`src/rtl/core_activity_monitor.sv`:
```
// rtl/core_activity_monitor.sv - per-core PDES event tracker with LP-conflict and lookahead stalls
// Holds {LP id, time} for each active core and stalls cores whose commit could break causal order.
module core_activity_monitor #(
  parameter int NUM_CORE  = 4,
  parameter int NUM_LP    = 8,
  parameter int TIME_WID  = 16,
  parameter int MSG_WID   = 32,
  parameter int LOOKAHEAD = 0,
  localparam int NB_CORE  = (NUM_CORE > 1) ? $clog2(NUM_CORE) : 1,
  localparam int NB_LP    = (NUM_LP > 1) ? $clog2(NUM_LP) : 1
) (
  input  logic                clk,
  input  logic                reset,
  input  logic                start_vld,
  input  logic [NB_CORE-1:0]  start_core,
  input  logic [MSG_WID-1:0]  start_msg,
  input  logic                fin_vld,
  input  logic [NB_CORE-1:0]  fin_core,
  output logic [NUM_CORE-1:0] stall,
  output logic [TIME_WID-1:0] min_time,
  output logic                min_vld,
  output logic [NB_CORE:0]    active_cnt,
  output logic                err_dbl_start,
  output logic                err_bad_fin
);
  localparam bit                WIN_EN = (LOOKAHEAD > 0);
  localparam logic [TIME_WID:0] WIN    = (TIME_WID+1)'(LOOKAHEAD);

  logic [NUM_CORE-1:0] active;
  logic [NB_LP-1:0]    lp [NUM_CORE];
  logic [TIME_WID-1:0] tm [NUM_CORE];

  logic [NB_LP-1:0]    msg_lp;
  logic [TIME_WID-1:0] msg_tm;
  logic [NUM_CORE-1:0] start_hit;
  logic [NUM_CORE-1:0] fin_hit;
  logic                dbl_hit;
  logic                bad_hit;
  logic [TIME_WID:0]   win_lim;

  assign msg_lp = start_msg[TIME_WID+NB_LP-1:TIME_WID];
  assign msg_tm = start_msg[TIME_WID-1:0];

  generate
    if (MSG_WID > TIME_WID + NB_LP) begin : g_spare
      logic unused_msg;
      assign unused_msg = ^start_msg[MSG_WID-1:TIME_WID+NB_LP];
    end
  endgenerate

  always_comb begin
    start_hit = '0;
    fin_hit   = '0;
    dbl_hit   = 1'b0;
    bad_hit   = 1'b0;
    for (int i = 0; i < NUM_CORE; i++) begin
      start_hit[i] = start_vld && (start_core == NB_CORE'(i));
      fin_hit[i]   = fin_vld && (fin_core == NB_CORE'(i));
      // same-core finish retires the old event before the new start, so neither flag fires
      if (start_hit[i] && active[i] && !fin_hit[i]) dbl_hit = 1'b1;
      if (fin_hit[i] && !active[i] && !start_hit[i]) bad_hit = 1'b1;
    end
  end

  always_ff @(posedge clk) begin
    if (reset) begin
      active        <= '0;
      err_dbl_start <= 1'b0;
      err_bad_fin   <= 1'b0;
      for (int i = 0; i < NUM_CORE; i++) begin
        lp[i] <= '0;
        tm[i] <= '0;
      end
    end else begin
      for (int i = 0; i < NUM_CORE; i++) begin
        if (start_hit[i]) begin
          active[i] <= 1'b1;
          lp[i]     <= msg_lp;
          tm[i]     <= msg_tm;
        end else if (fin_hit[i]) begin
          active[i] <= 1'b0;
        end
      end
      if (dbl_hit) err_dbl_start <= 1'b1;
      if (bad_hit) err_bad_fin   <= 1'b1;
    end
  end

  always_comb begin
    min_vld    = 1'b0;
    min_time   = '0;
    active_cnt = '0;
    for (int i = 0; i < NUM_CORE; i++) begin
      if (active[i]) begin
        active_cnt = active_cnt + (NB_CORE+1)'(1);
        if (!min_vld || tm[i] < min_time) min_time = tm[i];
        min_vld = 1'b1;
      end
    end
  end

  assign win_lim = {1'b0, min_time} + WIN;

  always_comb begin
    stall = '0;
    for (int i = 0; i < NUM_CORE; i++) begin
      for (int j = 0; j < NUM_CORE; j++) begin
        // lower index wins equal-time ties so one contender always proceeds
        if (j != i && active[i] && active[j] && lp[j] == lp[i] &&
            (tm[j] < tm[i] || (tm[j] == tm[i] && j < i)))
          stall[i] = 1'b1;
      end
      if (WIN_EN && active[i] && ({1'b0, tm[i]} > win_lim)) stall[i] = 1'b1;
    end
  end
endmodule
```
`config.mk`:
```
export PLATFORM = sky130hd
export DESIGN_NAME = core_activity_monitor
export DESIGN_NICKNAME = d
export VERILOG_FILES = /design/src/rtl/core_activity_monitor.sv
export SDC_FILE = /design/constraint.sdc
export NUM_CORES = 1
export LEC_CHECK = 0
export CORE_MARGIN = 1
export CORE_UTILIZATION = 57
export CTS_BUF_LIST = sky130_fd_sc_hd__clkbuf_4
export DETAILED_ROUTE_END_ITERATION = 8
export PLACE_DENSITY = 0.87
export SYNTH_ARGS = -nofsm -noshare
export SYNTH_HDL_FRONTEND = slang
export SYNTH_SLANG_ARGS = --single-unit
```
`constraint.sdc`:
```
create_clock -name clk -period 8.84 [get_ports clk]
set_clock_uncertainty 0.2 [all_clocks]
set_input_delay 1.326 -clock clk [delete_from_list [all_inputs] [get_ports clk]]
set_output_delay 1.326 -clock clk [all_outputs]
set_load 0.005 [all_outputs]
```
==> results of run 1 <==
## critical path: cells and delay by family (launching register included)
family | cells | cell delay [ns]
flops | 1 | 0.38
compound gates | 17 | 3.49
fa+ha+maj | 3 | 0.94
mux | 1 | 0.22
buf+inv | 5 | 1.22
simple gates | 3 | 0.26
## registers in the layout (all words and copies together) (netlist names)
register and count:
active 4, err_bad_fin 1, err_dbl_start 1, lp 12
tm 64
## metrics by stage
stage | TNS (ns) | utilization [%] | setup slack (ns)
floorplan | 0 | - | 0.9607
global placement | 0 | 64.46 | 0.2316
detailed placement | -0.3940 | 64.46 | -0.05004
CTS | 0 | 66.03 | 0.1069
global route | -1.670 | 67.53 | -0.1521
finish | 0 | 67.53 | 0.3657
## synthesized netlist by cell type, drive strengths merged (10+ instances only)
cell,count,share of area (%)
a211oi,10,1.2
ha,143,24
o21ai,44,3.0
and2,76,6.4
nand2,59,3.0
nor2,34,1.7
clkbuf,15,0.76
nand2b,12,1.0
nand3,16,1.1
mux2i,19,2.6
nand4,26,2.2
a21oi,47,3.2
inv,62,3.1
xor2,13,1.5
nor2b,15,1.3
edfxtp,76,31
a21o,21,2.1
a22oi,11,1.1
## cell families after synthesis
kind of cell | share of synthesized area (%)
multiplexers | 2.718
AND/OR/NAND/NOR | 18.25
AO/OA/AOI/OAI | 15.85
buffers and inverters | 4.152
flip-flops | 32.41
adder cells (fa/ha/maj) | 24.14
XOR/XNOR | 2.481
## final timing paths
kind / from / end / slack, ns
setup / recovery: active[0] / min_time[13] / 0.37
hold / removal: err_bad_fin / err_bad_fin / 0.31
setup reg to reg: active[0] / err_bad_fin / 6.84
hold reg to reg: err_bad_fin / err_bad_fin / 0.31
## power by group through the flow
stage / combinational, mW / clock [mW] / sequential (mW)
2_1_floorplan: 0.223 / 0 / 0.486
3_3_place_gp: 0.314 / 0 / 0.505
3_5_place_dp: 0.326 / 0 / 0.507
4_1_cts: 0.328 / 0.276 / 0.498
5_1_grt: 0.392 / 0.291 / 0.502
6_report: 0.347 / 0.275 / 0.500
## cells in the final DEF, fill, tap and decap left out, drive strengths merged, types with 3 or more instances in the layout
master	count
a21oi	47
xor2	13
nand2	59
nand3	16
edfxtp	76
or3	4
nor3	7
a211oi	10
nor4	3
nand4	26
o21bai	3
a21boi	6
a22oi	11
a21o	21
o31ai	4
nor2b	15
clkdlybuf4s50	52
a221oi	3
o21ai	44
nor2	34
o22ai	3
xnor2	8
ha	143
buf	16
and2	76
mux2i	19
bufinv	3
nand2b	12
inv	62
o21a	3
clkbuf	14
a211o	6
dfxtp	6
## timing repair
| item | CTS | global route |
|---|---|---|
| hold buffers | 0 | 0 |
| hold endpoints to repair | 0 | 0 |
| cloned | 0 | 2 |
| pin swaps | 0 | 5 |
| endpoints found under the setup margin | 16 | 16 |
| setup buffers | 0 | 6 |
| resized for setup | 5 | 28 |
## layer usage
layer | track usage [%] | routed length, µm
met5 | 0 | 0
met1 | 40.31 | 8551
met3 | 4.916 | 1442
met2 | 48.81 | 8953
met4 | 7.607 | 316
## final cells by class
type                    instances  area [µm²]  area share [%]
clock buffers                  11       82.58          0.9651
clock inverters                 5       102.6           1.199
inverters                      62       232.7           2.720
multi-input cells             618        4791           55.99
flip-flops and latches         82        2406           28.12
well taps                     172       215.2           2.515
repair buffers                 71       726.9           8.495
==> flow_metrics.tcl, run 1 <==
set metrics [dict create \
    outcome "complete, no violations" \
    maxSlewViolCount 0 \
    dp_hpwl_mm 15.20 \
    critPathLaunchType "flip-flop" \
    crit_path_max_fanout 11 \
    path_clk_slew_ns 0.12 \
    die-width_um 116.0 \
    switching_share_pct 31.60 \
    ys_seq_area_share_pct 32.41 \
    hold_slack_ns 0.3050 \
    required_ns 7.31 \
    ios 66 \
    drc 0 \
    grt_pass1_wl_mm 30.08 \
    hold_class "flip-flop to flip-flop" \
    diodes 0 \
    wl_per_cell_um 18.87 \
    cts_root_buf "clkbuf_4" \
    fin_area_mm2 0.008557 \
    synth_cell_types 55 \
    cp-end-kind "output port" \
    core.rowCount 41 \
    syn_nets 962 \
    worst_pin_slew_ns 1.161 \
    crit_type "flip-flop to output port" \
    power_switching_mw 0.3544 \
    cts_tree "yes" \
    gp_congestion 0.9354 \
    cpMaxStageDelayCell "clkdlybuf4s50_1" \
    seqPwrFrac_pct 44.5 \
    fmaxAchievable_mhz 118.0 \
    p_comb_share_pct 30.9 \
    clock_sinks 82 \
    clk_path_buf_depth 2 \
    vias_per_cell 6.014 \
    reg2reg_depth 8 \
    yosys_warnings 0 \
    area_growth_pct 15.45 \
    fin_nets 1027 \
    ys_ff_latch 82 \
    slew_headroom_pct 22.30 \
    cts_made_buffers 9 \
    grt_usage_pct 29.56 \
    p_leak_nw 3.672 \
    syn_inst 779 \
    maxCapViolCount 0 \
    syn_area_mm2 0.007412 \
    vias 6140 \
    drt_iter0_drc 402 \
    p_clk_share_pct 24.5 \
    ant_nets 0 \
    synth_flop_cell "edfxtp_1" \
    cp_slowest_stage_delay_ns 0.53 \
    wl_mm 19.26 \
    instances_no_fill 1021 \
    synth-async-reset-ratio_pct 0 \
    min_path_cells 2 \
    drive_above_1_share_pct 6.832 \
    fp.dieArea_mm2 0.01346 \
    first_pass_iters 4 \
    grt-ovfl-total 0 \
    arrival_ns 6.95 \
    layout_min_cycle_time_ns 8.474 \
    hold_viol 0 \
    post-route-period-util_pct 95.86 \
    fillers 980 \
    power.internal_mw 0.7671 \
    core_area_mm2 0.01267 \
    totalPowerFinal_mw 1.121 \
    h-tree-depth 3 \
    grt_start_max_net_pins 22 \
    insertion_delay_ns 0.42 \
    avgSynthCellArea_um2 9.515 \
    die_y_um 116.0 \
    synth-edff-count 76 \
    antenna_found_initial 0 \
    start_util_pct 58.50 \
    setup_viol 0 \
    dp_cells 997 \
    place_area_mm2 0.008168 \
    portBuffers 52 \
    power_density_mw_per_mm2 131.1 \
    first_global_vias 5983 \
    peakVddDrop_mv 0.1417 \
    cp_common_cell "ha_1" \
]
No activity file was read; power rests on OpenSTA's default activity.
==> run 2: changes to the inputs <==
--- a/config.mk
+++ b/config.mk
@@ -6,8 +6,10 @@
 export NUM_CORES = 1
 export LEC_CHECK = 0
+export ABC_CLOCK_PERIOD_IN_PS = 8840
 export CORE_MARGIN = 1
 export CORE_UTILIZATION = 57
 export CTS_BUF_LIST = sky130_fd_sc_hd__clkbuf_4
 export DETAILED_ROUTE_END_ITERATION = 8
+export GPL_ROUTABILITY_DRIVEN = 0
 export PLACE_DENSITY = 0.87
 export SYNTH_ARGS = -nofsm -noshare
==> constraint.sdc (replaced) <==
create_clock -name clk -period 8.84 [get_ports clk]
set_clock_uncertainty 0.2 [all_clocks]
set_input_delay 1.768 -clock clk [delete_from_list [all_inputs] [get_ports clk]]
set_output_delay 1.768 -clock clk [all_outputs]
set_load 0.005 [all_outputs]
==> run 2 against run 1 <==
Against the previous run: register-to-register slack better by 0.08 ns; critical endpoint is now min_time[7]; sequential share of layout area down 0.78 points; setup slack worse by 0.12 ns; die area unchanged; first-iteration DRC count up 22%; design area up 2.8%; largest cell class unchanged; critical path depth up 2; power down 6.0%; clock-buffer cell count down 2.
==> flow_metrics.tcl, run 2 (synthesized netlist as in run 1, its figures left out) <==
set metrics [dict create \
    crit_path_max_fanout 8 \
    cp-end-kind "output port" \
    slew_headroom_pct 19.06 \
    cts_tree "yes" \
    totalPowerFinal_mw 1.054 \
    die-width_um 116.0 \
    clock_sinks 82 \
    place_area_mm2 0.008150 \
    cts_root_buf "clkbuf_4" \
    cpMaxStageDelayCell "dfxtp_4" \
    diodes 0 \
    die_y_um 116.0 \
    drc 0 \
    insertion_delay_ns 0.42 \
    grt_pass1_wl_mm 29.99 \
    rsz0062_at_grt "no" \
    p_comb_share_pct 35.6 \
    p_leak_nw 3.964 \
    vias 6350 \
    ios 66 \
    portBuffers 52 \
    dp_cells 993 \
    worst_pin_slew_ns 1.210 \
    crit_type "flip-flop to output port" \
    instances_no_fill 1030 \
    first_global_vias 6026 \
    grt_start_max_net_pins 20 \
    p_clk_share_pct 16.8 \
    power_density_mw_per_mm2 119.7 \
    ant_nets 0 \
    fin_area_mm2 0.008800 \
    outcome "complete, no violations" \
    fin_nets 1038 \
    wl_per_cell_um 19.42 \
    vias_per_cell 6.165 \
    area_growth_pct 18.72 \
    setup_viol 0 \
    fmaxAchievable_mhz 116.4 \
    switching_share_pct 35.04 \
    hold_class "flip-flop to flip-flop" \
    reg.largest.list "tm x64, lp x12, active x4" \
    h-tree-depth 3 \
    maxSlewViolCount 0 \
    hold_viol 0 \
    power_switching_mw 0.3692 \
    grt-ovfl-total 0 \
    regMostFlops "tm" \
    post-route-period-util_pct 97.19 \
    critPathLaunchType "flip-flop" \
    largest_reg_flops 64 \
    cts_hold_buf 0 \
    final_common_cell "ha_1" \
    drt_iter0_drc 490 \
    drive_above_1_share_pct 10.26 \
    fp.dieArea_mm2 0.01346 \
    first_pass_iters 5 \
    required_ns 6.87 \
    core_area_mm2 0.01267 \
    layout_min_cycle_time_ns 8.592 \
    power.internal_mw 0.6845 \
    arrival_ns 6.62 \
    final_cell_mix "ha_1 (141), and2_1 (76), edfxtp_1 (76)" \
    core.rowCount 41 \
    path_clk_slew_ns 0.11 \
    seqPwrFrac_pct 47.6 \
    maxCapViolCount 0 \
    grt_usage_pct 29.67 \
    start_util_pct 58.50 \
    cp_slowest_stage_delay_ns 0.41 \
    antenna_found_initial 0 \
    dp_hpwl_mm 14.83 \
    wl_mm 20.00 \
    cts_made_buffers 9 \
    clk_path_buf_depth 2 \
    final_util_pct 69.45 \
    peakVddDrop_mv 0.08820 \
]
## run 2: per-stage QoR
| stage | worst slack [ns] | TNS [ns] | hold WS, ns |
|---|---|---|---|
| floorplan | 0.5187 | 0 | 0.2656 |
| global placement | 0.1547 | 0 | 0.2651 |
| detailed placement | -0.01117 | -0.03011 | 0.2728 |
| CTS | -0.007039 | -0.03306 | 0.3075 |
| global route | 0.09147 | 0 | 0.3505 |
| finish | 0.2485 | 0 | 0.2975 |
## run 2: path summary, 6_finish.rpt
| path | slack (ns) | cells after the start | endpoint | startpoint |
|---|---|---|---|---|
| setup / recovery | 0.25 | 31 | min_time[7] | active[0] |
| hold / removal | 0.30 | 2 | err_dbl_start | err_dbl_start |
| setup reg to reg | 6.92 | 7 | err_bad_fin | active[0] |
| hold reg to reg | 0.30 | 2 | err_dbl_start | err_dbl_start |
## run 2: layout make-up
cell class              instances  area (µm²)
clock buffers                   9       67.56
clock inverters                 5       33.78
fillers                       951        3871
inverters                      62       232.7
multi-input cells             618        4935
flip-flops and latches         82        2406
well taps                     172       215.2
repair buffers                 82       909.6
## run 2: layer usage
metal	GRT usage (%)	part of all wire [%]	up-vias
li1	-	-	3008
met1	39.93	42	2971
met2	48.06	47	314
met3	4.132	8.3	57
met4	12.39	3.2	0
met5	0	0	-
## run 2: critical path: cells and delay by family, from the launching register on
kind	cells	cell delay (ns)
compound gates	16	3.26
buf+inv	7	1.03
fa+ha+maj	3	0.93
flops	1	0.41
simple gates	4	0.36
mux	1	0.21
## run 2: repair_timing
item	in CTS	in global routing
pin swaps	3	6
setup buffers	9	8
gates cloned	4	2
gates resized for setup	29	51
setup endpoints to repair	16	16
hold endpoints to repair	0	0
## run 2: power groups by stage
stage                     Sequential [mW]  Combinational, mW  Clock (mW)
after CTS                           0.497              0.347       0.182
after detailed placement            0.506              0.328           0
after global placement              0.504              0.313           0
after global routing                0.504              0.415       0.195
final                               0.501              0.375       0.177
after floorplan                     0.486              0.223           0
